$ cat config.mk
export PLATFORM = sky130hd
export DESIGN_NAME = dm_lsu
export DESIGN_NICKNAME = d
export VERILOG_FILES = /design/src/rtl/dm_lsu.sv
export SDC_FILE = /design/constraint.sdc
export NUM_CORES = 1
export LEC_CHECK = 0
export CAP_MARGIN = 15
export CORE_MARGIN = 3
export CORE_UTILIZATION = 40
export DETAILED_ROUTE_END_ITERATION = 12
export MAX_ROUTING_LAYER = met4
export PLACE_DENSITY = 0.76
export SYNTH_ARGS = -nofsm -noshare
export SYNTH_HDL_FRONTEND = slang
export SYNTH_SLANG_ARGS = --single-unit
$ cat constraint.sdc
create_clock -name clk -period 6.2 [get_ports clk]
set_input_delay 1.55 -clock clk [delete_from_list [all_inputs] [get_ports clk]]
set_output_delay 1.55 -clock clk [all_outputs]
set_load 0.02 [all_outputs]
$ cat src/rtl/dm_lsu.sv
// dm_lsu: load/store initiator between the CPU memory stage and the byte-addressed
// data memory. Accepts one request at a time, checks alignment and range, issues
// a single-cycle memory access, then returns extended load data or an error.
// Optional statistics counters are enabled with the macro DM_LSU_STATS_EN.
module dm_lsu #(
  parameter int DM_BYTES = 2048,
  parameter int STAT_W   = 16
) (
  input  logic        clk,
  input  logic        rst,
  input  logic        req_valid,
  output logic        req_ready,
  input  logic        req_we,
  input  logic [1:0]  req_size,
  input  logic        req_unsigned,
  input  logic [31:0] req_addr,
  input  logic [31:0] req_wdata,
  output logic        resp_valid,
  output logic [31:0] resp_rdata,
  output logic        resp_err,
  output logic [31:0] err_addr,
  output logic [31:0] dm_addr,
  output logic [31:0] dm_wdata,
  output logic        dm_we,
  output logic        dm_re,
  output logic [1:0]  dm_sbhw,
  input  logic [31:0] dm_rdata
`ifdef DM_LSU_STATS_EN
  ,
  output logic [STAT_W-1:0] stat_loads,
  output logic [STAT_W-1:0] stat_stores,
  output logic [STAT_W-1:0] stat_errs
`endif
);

  typedef enum logic [1:0] {IDLE, ISSUE, RESP, ERR} state_t;

  state_t      state_reg, state_next;
  logic        we_reg;
  logic [1:0]  size_reg;
  logic        uns_reg;
  logic [31:0] addr_reg;
  logic [31:0] wdata_reg;
  logic [31:0] rdata_reg;
  logic [31:0] err_addr_reg;

  logic        req_bad;
  logic [1:0]  bytes_m1;
  logic [32:0] last_byte;
  logic        ext_sign;
  logic [31:0] load_ext;

  // Elaboration guard on the configuration parameters
  if (STAT_W < 1 || DM_BYTES < 4) begin : g_param_check
    $error("dm_lsu: STAT_W must be >= 1 and DM_BYTES >= 4");
  end

  // Request legality: size code, natural alignment, and last byte inside memory
  // (33-bit sum so an address that wraps past 2^32 is treated as out of range)
  always_comb begin
    bytes_m1 = 2'd3;
    case (req_size)
      2'b00:   bytes_m1 = 2'd0;
      2'b01:   bytes_m1 = 2'd1;
      default: bytes_m1 = 2'd3;
    endcase
    last_byte = {1'b0, req_addr} + {31'b0, bytes_m1};
    req_bad   = (req_size == 2'b10)
             || (req_size == 2'b01 && req_addr[0])
             || (req_size == 2'b11 && req_addr[1:0] != 2'b00)
             || (last_byte >= 33'(DM_BYTES));
  end

  // State register
  always_ff @(posedge clk or posedge rst) begin
    if (rst) state_reg <= IDLE;
    else     state_reg <= state_next;
  end

  // Next state and strobes, all decoded from the registered state
  always_comb begin
    state_next = state_reg;
    req_ready  = 1'b0;
    resp_valid = 1'b0;
    resp_err   = 1'b0;
    dm_we      = 1'b0;
    dm_re      = 1'b0;
    case (state_reg)
      IDLE: begin
        req_ready = 1'b1;
        if (req_valid) state_next = req_bad ? ERR : ISSUE;
      end
      ISSUE: begin
        dm_we      = we_reg;
        dm_re      = !we_reg;
        state_next = RESP;
      end
      RESP: begin
        resp_valid = 1'b1;
        state_next = IDLE;
      end
      ERR: begin
        resp_valid = 1'b1;
        resp_err   = 1'b1;
        state_next = IDLE;
      end
      default: state_next = IDLE;
    endcase
  end

  // Sign/zero extension of the memory read data for the latched size
  always_comb begin
    ext_sign = 1'b0;
    load_ext = dm_rdata;
    case (size_reg)
      2'b00: begin
        ext_sign = !uns_reg && dm_rdata[7];
        load_ext = {{24{ext_sign}}, dm_rdata[7:0]};
      end
      2'b01: begin
        ext_sign = !uns_reg && dm_rdata[15];
        load_ext = {{16{ext_sign}}, dm_rdata[15:0]};
      end
      default: load_ext = dm_rdata;
    endcase
  end

  // Request latch at acceptance; load data captured on the closing edge of ISSUE
  always_ff @(posedge clk or posedge rst) begin
    if (rst) begin
      we_reg       <= 1'b0;
      size_reg     <= 2'b00;
      uns_reg      <= 1'b0;
      addr_reg     <= 32'h0;
      wdata_reg    <= 32'h0;
      rdata_reg    <= 32'h0;
      err_addr_reg <= 32'h0;
    end else begin
      if (state_reg == IDLE && req_valid) begin
        we_reg    <= req_we;
        size_reg  <= req_size;
        uns_reg   <= req_unsigned;
        addr_reg  <= req_addr;
        wdata_reg <= req_wdata;
        rdata_reg <= 32'h0;
        if (req_bad) err_addr_reg <= req_addr;
      end
      if (state_reg == ISSUE && !we_reg) rdata_reg <= load_ext;
    end
  end

  assign dm_addr    = addr_reg;
  assign dm_wdata   = wdata_reg;
  assign dm_sbhw    = size_reg;
  assign resp_rdata = rdata_reg;
  assign err_addr   = err_addr_reg;

`ifdef DM_LSU_STATS_EN
  logic [2:0] stat_inc;
  assign stat_inc = {state_reg == ERR,
                     state_reg == RESP && we_reg,
                     state_reg == RESP && !we_reg};

  for (genvar gi = 0; gi < 3; gi++) begin : g_stat
    logic [STAT_W-1:0] cnt_reg;
    // Saturating event counter
    always_ff @(posedge clk or posedge rst) begin
      if (rst)                                cnt_reg <= '0;
      else if (stat_inc[gi] && cnt_reg != '1) cnt_reg <= cnt_reg + 1'b1;
    end
  end

  assign stat_loads  = g_stat[0].cnt_reg;
  assign stat_stores = g_stat[1].cnt_reg;
  assign stat_errs   = g_stat[2].cnt_reg;
`endif

endmodule

# Word-level counts from Yosys, hierarchy flattened
# Cells that the tools add are included.
# word_totals
output_inout_bits	135
wordCells	48
regBits	134
# op_classes
n_addsub	1
n_mux	12
n_eq_ne	8
reduce_logical	18
magnitude_cmp	1
# op_table
cell	n
$mux W32	2
$pmux W32 S2	1
$add A32 B2 Y33	1
$ge A33 B12 Y1 const B	1
$eq A2 B2 Y1 const B	4
$eq A2 B1 Y1 const B	3
$logic_and A1 B1 Y1	6
$logic_not A2 Y1	3
$pmux W2 S3	1
$mux W1	5
$mux W2	2
$pmux W2 S2	1
$reduce_bool A2 Y1	2
$logic_or A1 B1 Y1	3
$logic_not A1 Y1	2
$ne A2 B2 Y1 const B	1
$reduce_and A2 Y1	1
$reduce_or A2 Y1	1

# Depth between registers and ports, before layout
# depth
ltp_word	8
depth_mapped	12
mapped_depth_nobuf	10

# Least setup slack after synthesis
# OpenSTA, ideal clock, no wires.
# synth_path
path_type	input-to-reg
start	input req_size[0]
end	register err_addr_reg[0], in the netlist err_addr[0]
path_stages	12
n_path_buf	2
required_ps	6072
setup_slack_ps	1753
arrival_time_ps	4319
cell_sequence	or2_2 > ha_1 > fa_1 > inv_1 > or4_1 > buf_2 > a2111oi_4 > o211ai_1 > or4_4 > o21ai_4 > buf_6 > mux2_1
# synth_between
elab_chain_len	6
elab_cells_between_ends	13
cone_classes	1 x add/sub; 1 x order compare; 3 x eq/ne; 1 x mux; 7 x reduce/logical
# synth_rtl
item	line	rtl
start, declared	14	input logic [1:0] req_size,
$eq A2 B1 Y1 or $logic_not A2 Y1 (tied branches)	62, 69	
$pmux W2 S2 or $logic_and A1 B1 Y1 (tied branches)	62, 69	
$add A32 B2 Y33 or $logic_or A1 B1 Y1 (tied branches)	67, 69	
$ge A33 B12 Y1 or $logic_or A1 B1 Y1 (tied branches)	71, 70	
$logic_or A1 B1 Y1 (*)	71	|| (last_byte >= 33'(DM_BYTES));
$reduce_and A2 Y1 (no line) (*)	--	
end signal, assigned	146	if (req_bad) err_addr_reg <= req_addr;
end, declared	45	logic [31:0] err_addr_reg;
# Every way passes the cells marked *; elsewhere a longest branch is shown, timed or not.
# A chain may end at the register's enable or synchronous reset.

# Final worst setup path
# layout_path
start	input req_size[1]
end	register err_addr_reg[19], in the netlist err_addr[19]
# Same word-level chain as after synthesis.

==> reports/metrics.cfg <==
[power]
p_comb_frac = 0.371
cellInternalPower_mw = 2.42
seq_power_share = 0.358
power.leakage_nw = 3.71
cellPowerDensity_nw_per_um2 = 401
p_sw_frac = 0.320
p_sw_mw = 1.14
clockPowerShare = 0.271
ir_drop_v = 0.000230

[global_routing]
grt_max_degree = 92
track_usage = 0.209
grt_pass1_vias = 4741
overflow = 0
grt_pass1_wl_um = 25800
antenna_found_initial = 0

[finish]
n_antenna_cell = 0
final_cells = 878
final_area_um2 = 8870
layout-drive-gt1-share = 0.178
area_delta_synth_final_pct = 54.0
final_util = 0.634
n_fill_cell = 1084
fin_nets = 792

[cts]
ctsResizeCount = 0
insertion_delay_ps = 410
cts_tree = built
htree_levels = 4
clk_transition_reported_paths_ps = 60
root_buffer = clkbuf_16
cts_num_sinks = 134
cts_setup_buffers = 0
cts_buffers = 17
hold_buffers = 0
cts_buffer_depth = 2

[place]
gp_congestion = 0.857
dp_hpwl_um = 11500
portBuffers = 237
dpl-instance-area_um2 = 8260
dpl_worst_slack_ps = 554
dp.cells = 845

[routing]
dr_total_vias = 4592
drt_iter0_drc = 334
wl_um = 15900
met2_length_um = 7770
wl_met1_um = 6830
highest_layer = met4
ant_nets = 0
drtPass1Iterations = 4
vias_per_cell = 5.23
wl_per_cell_um = 18.1
drc_errors = 0
met3WireLength_um = 1030

[critical_path]
cp-end-kind = flop
critPathMaxFanout = 20
crit_arrival_ps = 5540
path_class = primary input to flop
reg2reg_slack_ps = 4280
startpoint_type = primary input
cp.required_ps = 6540

[timing]
rsz0062_at_grt = false
relSlewSlack = 0.474
period_needed_ps = 5190
fmax_mhz = 193
tightest_slew_ps = 789
fin_ws_ps = 1010
setup_viol = 0
fin_crit_sh = 0.838
drv_slew = 0
hold_violations = 0
finalClockSkew_ps = 5.21
tns_ps = 0

[synthesis]
netlist_instances = 453
yosysSeqAreaShare = 0.582
synthesis.area_um2 = 5760
yosysWarningCount = 0
syn_area_per_cell_um2 = 12.7
ys_types = 48
syn_nets = 559
yosys_register_bits = 134
synth-main-ff-cell = dfrtp_1
synth_edf_count = 0
synthArstFlopShare = 1.00

[die]
core-area_um2 = 14000
fp.dieH_um = 126
rows = 43
dieArea_um2 = 15900
floorplan.initialDensity = 0.412
io_pins = 238
fp.dieW_um = 126

[flow_run]
drv_cap = 0

[hold_path]
hold_class = flop to flop

[run_status]
outcome = finished clean

[metrics by stage]
stage               hold WS, ps  total power [mW]
floorplan                   445              1.92
global placement            463              2.58
detailed placement          469              2.61
CTS                         482              3.59
global route                500              3.73
finish                      481              3.56
[final timing paths]
kind                                                   end                       start  cells after the start
worst max-delay path              err_addr[19]$_DFFE_PP0P_                 req_size[1]                     12
worst min-delay path            resp_rdata[23]$_DFFE_PP0P_  resp_rdata[23]$_DFFE_PP0P_                      2
worst max register to register    dm_wdata[18]$_DFFE_PP0P_    state_reg[1]$_DFFE_PP0P_                      4
worst min register to register  resp_rdata[23]$_DFFE_PP0P_  resp_rdata[23]$_DFFE_PP0P_                      2
max in group asynchronous         dm_wdata[15]$_DFFE_PP0P_                         rst                      3
min in group asynchronous          dm_wdata[6]$_DFFE_PP0P_                         rst                      2
[cells in the mapped netlist, types with 4 or more instances]
master / instances / area share
dfrtp_1: 134 / 0.58
nand2_1: 36 / 0.023
clkbuf_1: 24 / 0.016
mux2_2: 70 / 0.14
mux2_4: 10 / 0.026
nor2_1: 16 / 0.010
nand2b_1: 4 / 0.0043
o21ai_0: 29 / 0.025
xnor2_1: 4 / 0.0061
nor2b_1: 16 / 0.017
inv_1: 8 / 0.0052
nand3_1: 8 / 0.0070
a22o_1: 35 / 0.053
nor4_1: 7 / 0.0076
[worst max-delay path, cell delays in order]
cell and delay (ps):
clkdlybuf4s50_1 580, or2_2 150, ha_1 160, fa_1 190, inv_1 40, or4_1 680
a2111oi_4 370, o211ai_1 120, or4_4 560, o21ai_4 650, buf_4 320, a22o_1 150
[power groups by stage]
| stage | sequential (mW) | clock, mW | combinational [mW] |
|---|---|---|---|
| after floorplan | 1.56 | 0 | 0.360 |
| after global placement | 1.27 | 0 | 1.30 |
| after detailed placement | 1.29 | 0 | 1.33 |
| after CTS | 1.28 | 0.987 | 1.33 |
| after global routing | 1.31 | 1.02 | 1.39 |
| final | 1.27 | 0.966 | 1.32 |
[cell families (layout without fill, tap and decap cells)]
group                    after synthesis  count (layout)  synth area share
buffers and inverters                 37             282            0.0293
AND/OR/NAND/NOR                      106             106            0.0936
AO/OA/AOI/OAI                         85              85             0.111
XOR/XNOR                               4               4           0.00608
adder cells (fa/ha/maj)                3               3           0.00782
multiplexers                          84              84             0.170
flip-flops                           134             134             0.582
[per-layer routing]
| metal | track usage | vias up |
|---|---|---|
| li1 | - | 2097 |
| met1 | 0.266 | 2288 |
| met2 | 0.329 | 185 |
| met3 | 0.0577 | 22 |
| met4 | 0.0593 | 0 |
| met5 | - | - |
[layout by cell type, fill, tap and decap left out, types with 2 or more instances in the layout]
cell / count
nand2b_1: 4
mux2i_1: 3
dfrtp_1: 134
clkdlybuf4s50_1: 237
clkinvlp_4: 3
clkbuf_16: 17
buf_4: 4
nand3_1: 8
ha_1: 2
o211ai_1: 2
a22o_1: 35
mux2_4: 10
nor4_1: 7
clkbuf_1: 3
inv_1: 7
nor2_1: 15
nor2b_1: 16
clkinv_2: 4
xnor2_1: 4
o21a_1: 2
bufinv_16: 2
nor3_1: 3
mux2_2: 70
or4_1: 2
clkbuf_8: 2
o22ai_1: 2
a21oi_1: 3
and3_1: 2
o31a_1: 2
or2_2: 3
a311oi_1: 2
o21ai_0: 29
nand2_1: 36
[area by class of cell]
type,count,area [um^2],share of cell area
Sequential cell,134,3350,0.378
Clock buffer,22,464,0.0523
Inverter,8,35.0,0.00395
Tap cell,180,225,0.0254
Timing Repair Buffer,243,2440,0.276
Clock inverter,9,103,0.0116
Multi-Input combinational cell,282,2240,0.253
Power figures use the tool's default switching activity.
